[config.mk]
export PLATFORM = sky130hd
export DESIGN_NAME = amp_trig_rx
export DESIGN_NICKNAME = d
export VERILOG_FILES = /design/src/rtl/amp_trig_pkg.sv /design/src/rtl/amp_trig_sync_edge.sv /design/src/rtl/amp_trig_rx.sv
export SDC_FILE = /design/constraint.sdc
export NUM_CORES = 1
export LEC_CHECK = 0
export CAP_MARGIN = 30
export CORE_MARGIN = 1
export CORE_UTILIZATION = 49
export CTS_CLUSTER_DIAMETER = 40
export DETAILED_ROUTE_END_ITERATION = 6
export GPL_TIMING_DRIVEN = 0
export PLACE_DENSITY = 0.85
export SYNTH_ARGS = -nofsm -noshare
export SYNTH_HDL_FRONTEND = slang
export SYNTH_HIERARCHICAL = 1
export SYNTH_SLANG_ARGS = --single-unit
[constraint.sdc]
create_clock -name clk -period 3.5 [get_ports clk]
set_input_delay 0.35 -clock clk [delete_from_list [all_inputs] [get_ports clk]]
set_output_delay 0.35 -clock clk [all_outputs]
set_load 0.02 [all_outputs]
[src/rtl/amp_trig_pkg.sv]
// Shared types and constants for the amplifier trigger receive path.
package amp_trig_pkg;

    typedef enum logic [1:0] {
        S_IDLE     = 2'd0,
        S_WAIT_AMP = 2'd1,
        S_WIDTH    = 2'd2,
        S_REPORT   = 2'd3
    } state_e;

    localparam int unsigned ST_TIMEOUT   = 0;
    localparam int unsigned ST_GATE_DROP = 1;
    localparam int unsigned ST_STUCK     = 2;
    localparam int unsigned ST_OVERRUN   = 3;

    localparam int unsigned MSTR_W = 7;
    localparam int unsigned BLK_W  = 5;
    localparam int unsigned WID_W  = 8;

    function automatic logic [MSTR_W-1:0] abs_diff(input logic [MSTR_W-1:0] a,
                                                   input logic [MSTR_W-1:0] b);
        return (a >= b) ? (a - b) : (b - a);
    endfunction

endpackage

[src/rtl/amp_trig_sync_edge.sv]
// Two-flop synchroniser for an asynchronous pin followed by a rising-edge detector.
module amp_trig_sync_edge (
    input  logic clk,
    input  logic rst_n,
    input  logic d_in,
    output logic level,
    output logic rise
);

    // bit 0 = first sync stage, bit 1 = synchronised level, bit 2 = previous level
    logic [2:0] sync_q, sync_d;

    always_comb begin
        sync_d = {sync_q[1:0], d_in};
    end

    always_ff @(posedge clk or negedge rst_n) begin
        if (!rst_n) begin
            sync_q <= '0;
        end else begin
            sync_q <= sync_d;
        end
    end

    assign level = sync_q[1];
    assign rise  = sync_q[1] & ~sync_q[2];

endmodule

[src/rtl/amp_trig_rx.sv]
// Amplifier trigger receiver: measures amp pulse delay and width against the
// trigger_in timebase and reports one result per trigger via valid/ack.
module amp_trig_rx
    import amp_trig_pkg::*;
#(
    parameter logic [BLK_W-1:0] TRIG_BLK_SIZE = 5'd20,
    parameter logic [WID_W-1:0] WIDTH_MAX     = 8'd255
) (
    input  logic              clk,
    input  logic              rst_n,
    input  logic              trigger_in,
    input  logic              amp_trig_in,
    input  logic              arm_en,
    input  logic [MSTR_W-1:0] expected_delay,
    input  logic [2:0]        delay_tol,
    input  logic              meas_ack,
    output logic              meas_valid,
    output logic [MSTR_W-1:0] meas_delay,
    output logic [BLK_W-1:0]  meas_fine,
    output logic [WID_W-1:0]  meas_width,
    output logic              meas_match,
    output logic [3:0]        meas_status,
    output logic [7:0]        stray_cnt
);

    state_e            state_q, state_d;
    logic              trig_lvl, trig_rise, amp_lvl, amp_rise;
    logic [MSTR_W-1:0] mstr_q, mstr_d, mstr_inc;
    logic [BLK_W-1:0]  blk_q, blk_d, blk_inc;
    logic [WID_W-1:0]  wid_inc;
    logic              ovr_pend_q, ovr_pend_d;
    logic [MSTR_W-1:0] delay_q, delay_d;
    logic [BLK_W-1:0]  fine_q, fine_d;
    logic [WID_W-1:0]  width_q, width_d;
    logic              match_q, match_d;
    logic [3:0]        status_q, status_d;
    logic [7:0]        stray_q, stray_d;
    logic              ev_restart, ev_capture, ev_gate_drop, ev_timeout;
    logic              ev_count, ev_width_done, ev_stuck, ev_ovr;

    amp_trig_sync_edge u_sync_trig (
        .clk   (clk),
        .rst_n (rst_n),
        .d_in  (trigger_in),
        .level (trig_lvl),
        .rise  (trig_rise)
    );

    amp_trig_sync_edge u_sync_amp (
        .clk   (clk),
        .rst_n (rst_n),
        .d_in  (amp_trig_in),
        .level (amp_lvl),
        .rise  (amp_rise)
    );

    always_ff @(posedge clk or negedge rst_n) begin
        if (!rst_n) begin
            state_q <= S_IDLE;
        end else begin
            state_q <= state_d;
        end
    end

    always_comb begin
        state_d       = state_q;
        ev_restart    = 1'b0;
        ev_capture    = 1'b0;
        ev_gate_drop  = 1'b0;
        ev_timeout    = 1'b0;
        ev_count      = 1'b0;
        ev_width_done = 1'b0;
        ev_stuck      = 1'b0;
        ev_ovr        = 1'b0;
        unique case (state_q)
            S_IDLE: begin
                if (trig_rise && arm_en) begin
                    state_d    = S_WAIT_AMP;
                    ev_restart = 1'b1;
                end
            end
            S_WAIT_AMP: begin
                if (!arm_en) begin
                    state_d = S_IDLE;
                end else if (trig_rise) begin
                    ev_restart = 1'b1;
                end else if (!trig_lvl) begin
                    state_d      = S_REPORT;
                    ev_gate_drop = 1'b1;
                end else if ((mstr_q == '1) && (blk_q == TRIG_BLK_SIZE)) begin
                    state_d    = S_REPORT;
                    ev_timeout = 1'b1;
                end else if (amp_rise) begin
                    state_d    = S_WIDTH;
                    ev_capture = 1'b1;
                end
            end
            S_WIDTH: begin
                ev_ovr = trig_rise;
                if (!arm_en) begin
                    state_d = S_IDLE;
                end else if (!amp_lvl) begin
                    state_d       = S_REPORT;
                    ev_width_done = 1'b1;
                end else begin
                    ev_count = 1'b1;
                    if (wid_inc == WIDTH_MAX) begin
                        state_d       = S_REPORT;
                        ev_width_done = 1'b1;
                        ev_stuck      = 1'b1;
                    end
                end
            end
            S_REPORT: begin
                ev_ovr = trig_rise;
                if (meas_ack) begin
                    state_d = S_IDLE;
                end
            end
            default: state_d = S_IDLE;
        endcase
    end

    always_comb begin
        meas_valid = (state_q == S_REPORT);
    end

    // An amp edge captures the count for its own cycle, i.e. one past the registered value.
    always_comb begin
        if (blk_q == TRIG_BLK_SIZE) begin
            blk_inc  = '0;
            mstr_inc = mstr_q + MSTR_W'(1);
        end else begin
            blk_inc  = blk_q + BLK_W'(1);
            mstr_inc = mstr_q;
        end
        wid_inc = width_q + WID_W'(1);
    end

    always_comb begin
        mstr_d     = ev_restart ? '0 : mstr_inc;
        blk_d      = ev_restart ? '0 : blk_inc;
        ovr_pend_d = ovr_pend_q;
        delay_d    = delay_q;
        fine_d     = fine_q;
        width_d    = width_q;
        match_d    = match_q;
        status_d   = status_q;
        stray_d    = stray_q;

        if (ev_capture) begin
            delay_d  = mstr_inc;
            fine_d   = blk_inc;
            width_d  = WID_W'(1);
            match_d  = (abs_diff(mstr_inc, expected_delay) <= MSTR_W'(delay_tol));
            status_d = '0;
        end

        if (ev_gate_drop || ev_timeout) begin
            delay_d                = mstr_q;
            fine_d                 = blk_q;
            width_d                = '0;
            match_d                = 1'b0;
            status_d               = '0;
            status_d[ST_TIMEOUT]   = 1'b1;
            status_d[ST_GATE_DROP] = ev_gate_drop;
            status_d[ST_OVERRUN]   = ovr_pend_q;
            ovr_pend_d             = 1'b0;
        end

        if (ev_count) begin
            width_d = wid_inc;
        end

        // Overrun seen up to REPORT entry belongs to this result; later ones to the next.
        if (ev_width_done) begin
            status_d[ST_STUCK]   = ev_stuck;
            status_d[ST_OVERRUN] = ovr_pend_q | ev_ovr;
            ovr_pend_d           = 1'b0;
        end else if (ev_ovr) begin
            ovr_pend_d = 1'b1;
        end

        if (amp_rise && (state_q != S_WAIT_AMP) && (stray_q != '1)) begin
            stray_d = stray_q + 8'd1;
        end
    end

    always_ff @(posedge clk or negedge rst_n) begin
        if (!rst_n) begin
            mstr_q     <= '0;
            blk_q      <= '0;
            ovr_pend_q <= 1'b0;
            delay_q    <= '0;
            fine_q     <= '0;
            width_q    <= '0;
            match_q    <= 1'b0;
            status_q   <= '0;
            stray_q    <= '0;
        end else begin
            mstr_q     <= mstr_d;
            blk_q      <= blk_d;
            ovr_pend_q <= ovr_pend_d;
            delay_q    <= delay_d;
            fine_q     <= fine_d;
            width_q    <= width_d;
            match_q    <= match_d;
            status_q   <= status_d;
            stray_q    <= stray_d;
        end
    end

    assign meas_delay  = delay_q;
    assign meas_fine   = fine_q;
    assign meas_width  = width_q;
    assign meas_match  = match_q;
    assign meas_status = status_q;
    assign stray_cnt   = stray_q;

endmodule
==> impl_metrics.csv <==
group,metric,value,unit
pwr,ir_drop,0.000345,V
timing,setup_viol,1,
detailed_routing,drcViolationCount,0,
timing,fmaxAchievable,0.270,GHz
global_route,grt-ovfl-total,0,
logic_synthesis,yosys_warnings,6,
logic_synthesis,synth_top_cells_by_area,"dfrtp_1 (40%), ha_1 (8.1%), o21ai_0 (4.1%)",
timing,worstMarginPinSlew,539,ps
timing,grt_setup_unrepaired,"yes",
pwr,power_leakage,2.01,nW
logic_synthesis,synth.mux.area_fraction,2.44,%
logic_synthesis,ys_ff_latch,54,
logic_synthesis,yosys.cell_types.count,57,
floorplan,placeableCoreArea,6490,um2
logic_synthesis,synthDominantAreaCellType,"dfrtp_1",
logic_synthesis,netlist_instances,371,
logic_synthesis,yosys.area.top_type_share,39.9,%
clock_network,cts-root-buf,"clkbuf_8",
clock_network,clkLatencyLatePin,320,ps
cells_and_area,layout.cells.most_common,"dfrtp_1",
floorplan,core.rowCount,29,
cells_and_area,area_growth_from_synthesis_to_layout,32.1,%
clock_network,cts_buffer_depth,2,
placement,post_placement_worst_setup_slack,-575,ps
timing,min_period_over_period,106,%
detailed_routing,first_pass_iters,5,
detailed_routing,drtAntennaViolNets,0,
timing,hold_viol,1,
logic_synthesis,synth_edf_count,0,
cells_and_area,antenna_cells,0,
logic_synthesis,combinational_family_with_the_most_area_after_synthesis,"simple AND/OR/NAND/NOR gates",
worst_setup_path,crit_path_start_kind,"register",
logic_synthesis,seq_area_frac_synth,39.9,%
placement,placement.io_buffers,48,
logic_synthesis,dominantRegCellSynth,"dfrtp_1",
timing,fin_setup_tns,-200,ps
flow_run,max-cap-violations,0,
detailed_routing,vias,3024,
detailed_routing,routed_via_density,5.77,
timing,worst_slack,-200,ps
cells_and_area,layoutNonFillerInstCount,524,
min_path,holdCritPathClass,"input pin to async pin",
floorplan,design.die.area,7250,um2
timing,period_needed,3700,ps
global_route,gr-usage-all-layers,24.2,%
status,outcome,"complete, but fails checks",
worst_setup_path,critPathRequiredTime,3700,ps
placement,gp_congestion,0.892,
clock_network,cts_made_buffers,5,
clock_network,cts_hold_repair.buffers,0,
logic_synthesis,netlist_area,3390,um2
timing,timing.slew.headroom,64.1,%
global_route,number_of_antenna_violations_at_the_first_check_in_global_routing,0,
detailed_routing,wl,8430,um
clock_network,clk_pin_slew_worst_paths,100,ps
status,failed_checks,"hold timing, setup timing",
logic_synthesis,synth_fp_nets,411,
worst_setup_path,cp-end-kind,"register",
clock_network,h-tree-depth,2,
cells_and_area,fillCellCount,453,
detailed_routing,detail_route.wl_per_cell,16.1,um
timing,minimum_hold_slack,-0.0711,ps
pwr,power_per_cell_area,517,nW/um2
floorplan,start_util,52.2,%
clock_network,clk_sink_count,54,
worst_setup_path,cp.arrival,3900,ps
cells_and_area,drive_above_1_share,20.1,%
logic_synthesis,yosys.area_share.adder,9.30,%
placement,dp.final_hpwl,5690,um
floorplan,chip_width,85.2,um
logic_synthesis,synth_xor_area_share,5.17,%
detailed_routing,detail_route.iter0.violations,246,
global_route,maximum_number_of_pins_on_one_net_before_global_route_repair,33,
timing,fin_skew,14.3,ps
cells_and_area,commonest_cells_after_routing_fill_and_taps_aside,"dfrtp_1 (51), clkdlybuf4s50_1 (47), nand2_1 (27), o21ai_0 (27), nor2_1 (26)",
pwr,power,2.32,mW
floorplan,count_of_pins_on_the_block_boundary,50,
floorplan,chipHeight,85.2,um
timing,drv_slew,0,
logic_synthesis,yosys.area_share.simple,19.3,%
global_route,grt_first_pass_wirelength,13800,um
worst_setup_path,setup.worst_path.class,"register to register",
global_route,grt_pass1_vias,2888,
logic_synthesis,share_of_the_synthesized_area_in_compound_gates_ao_oa_aoi_oai,17.9,%
clock_network,tritoncts,"built",
worst_setup_path,cp_max_fo,7,
logic_synthesis,ys_async_sr_fraction,100,%
logic_synthesis,synthesis.area_per_instance,9.14,um2
placement,dp.cells,497,
cells_and_area,total_nets_final,486,
## path summary, 6_finish.rpt
kind                                            from                    to  slack [ps]  depth (start not counted)
max in group asynchronous                      rst_n             mstr_q[4]        2940                          2
worst max register to register              blk_q[1]            meas_match        -200                         19
worst min register to register  u_sync_amp/sync_q[0]  u_sync_amp/sync_q[1]         350                          0
worst max-delay path                        blk_q[1]            meas_match        -200                         19
worst min-delay path                           rst_n         meas_width[3]       -0.07                          1
min in group clk                u_sync_amp/sync_q[0]  u_sync_amp/sync_q[1]         350                          0
## Yosys cell counts, drive strengths merged, types with 9 or more instances
cell,count
dfrtp,54
o21ai,33
inv,29
nand2,28
nor2,26
a21oi,25
ha,22
nand3,18
xnor2,11
clkbuf,10
nor3,9
xor2,9
## cell families after synthesis
group / count (synthesis)
and+or+nand+nor: 124
adders and majority gates: 24
muxes: 8
xor gates and xnor gates: 20
AOI/OAI and AO/OA: 95
DFF: 54
buffers and inverters: 46
## sequential cells by signal, indices dropped and copies added (netlist names)
signal / flops
u_sync_trig/sync_q: 3
stray_cnt: 8
meas_match: 1
meas_fine: 5
meas_delay: 7
ovr_pend_q: 1
meas_status: 4
mstr_q: 7
u_sync_amp/sync_q: 3
blk_q: 5
meas_width: 8
state_q: 2
## final cells by class
cell class | count | area (um2) | share of cell area (%)
flip-flops and latches | 54 | 1360 | 30.3
clock buffers | 7 | 76.3 | 1.70
plain buffers | 14 | 95.1 | 2.12
multi-input cells | 271 | 2050 | 45.9
clock inverters | 1 | 30.0 | 0.671
well taps | 77 | 96.3 | 2.15
inverters | 29 | 109 | 2.43
repair buffers | 71 | 661 | 14.8
## per-layer routing
| layer | GRT usage (%) | routed length, um |
|---|---|---|
| met5 | 0 | 0 |
| met3 | 4.18 | 393 |
| met2 | 40.0 | 4110 |
| met1 | 32.7 | 3760 |
| met4 | 7.55 | 170 |
## worst max-delay path, stage by stage, from the launching register on
cell and delay [ps]:
dfrtp_1 380, inv_2 50, ha_4 170, and4b_1 210, buf_8 140, buf_4 130
buf_4 120, xnor2_1 250, inv_1 90, ha_1 340, nand3_1 110, o21ai_2 200
o22ai_4 120, mux2i_1 140, xor2_1 160, ha_1 350, a21oi_2 90, a31oi_2 190
nor3_2 70, a32o_1 280
## report_power, final
group | internal [mW] | leakage, nW | switching [mW] | total (mW)
clock | 0.214 | 0.0524 | 0.204 | 0.419
combinational | 0.473 | 1.25 | 0.508 | 0.981
sequential | 0.775 | 0.701 | 0.141 | 0.916
total | 1.46 | 2.01 | 0.854 | 2.32
## per-stage QoR
step	area [um2]	util, %
floorplan	3480	-
global placement	4050	62.4
detailed placement	4070	62.6
CTS	4360	67.2
global route	4480	68.9
finish	4480	68.9
## what timing repair did
action	in CTS	in global routing
endpoints found under the setup margin	1	1
gates cloned	0	0
resized for setup	27	12
setup buffers	10	12
pin swaps	10	8
No activity file was read; power rests on OpenSTA's default activity.
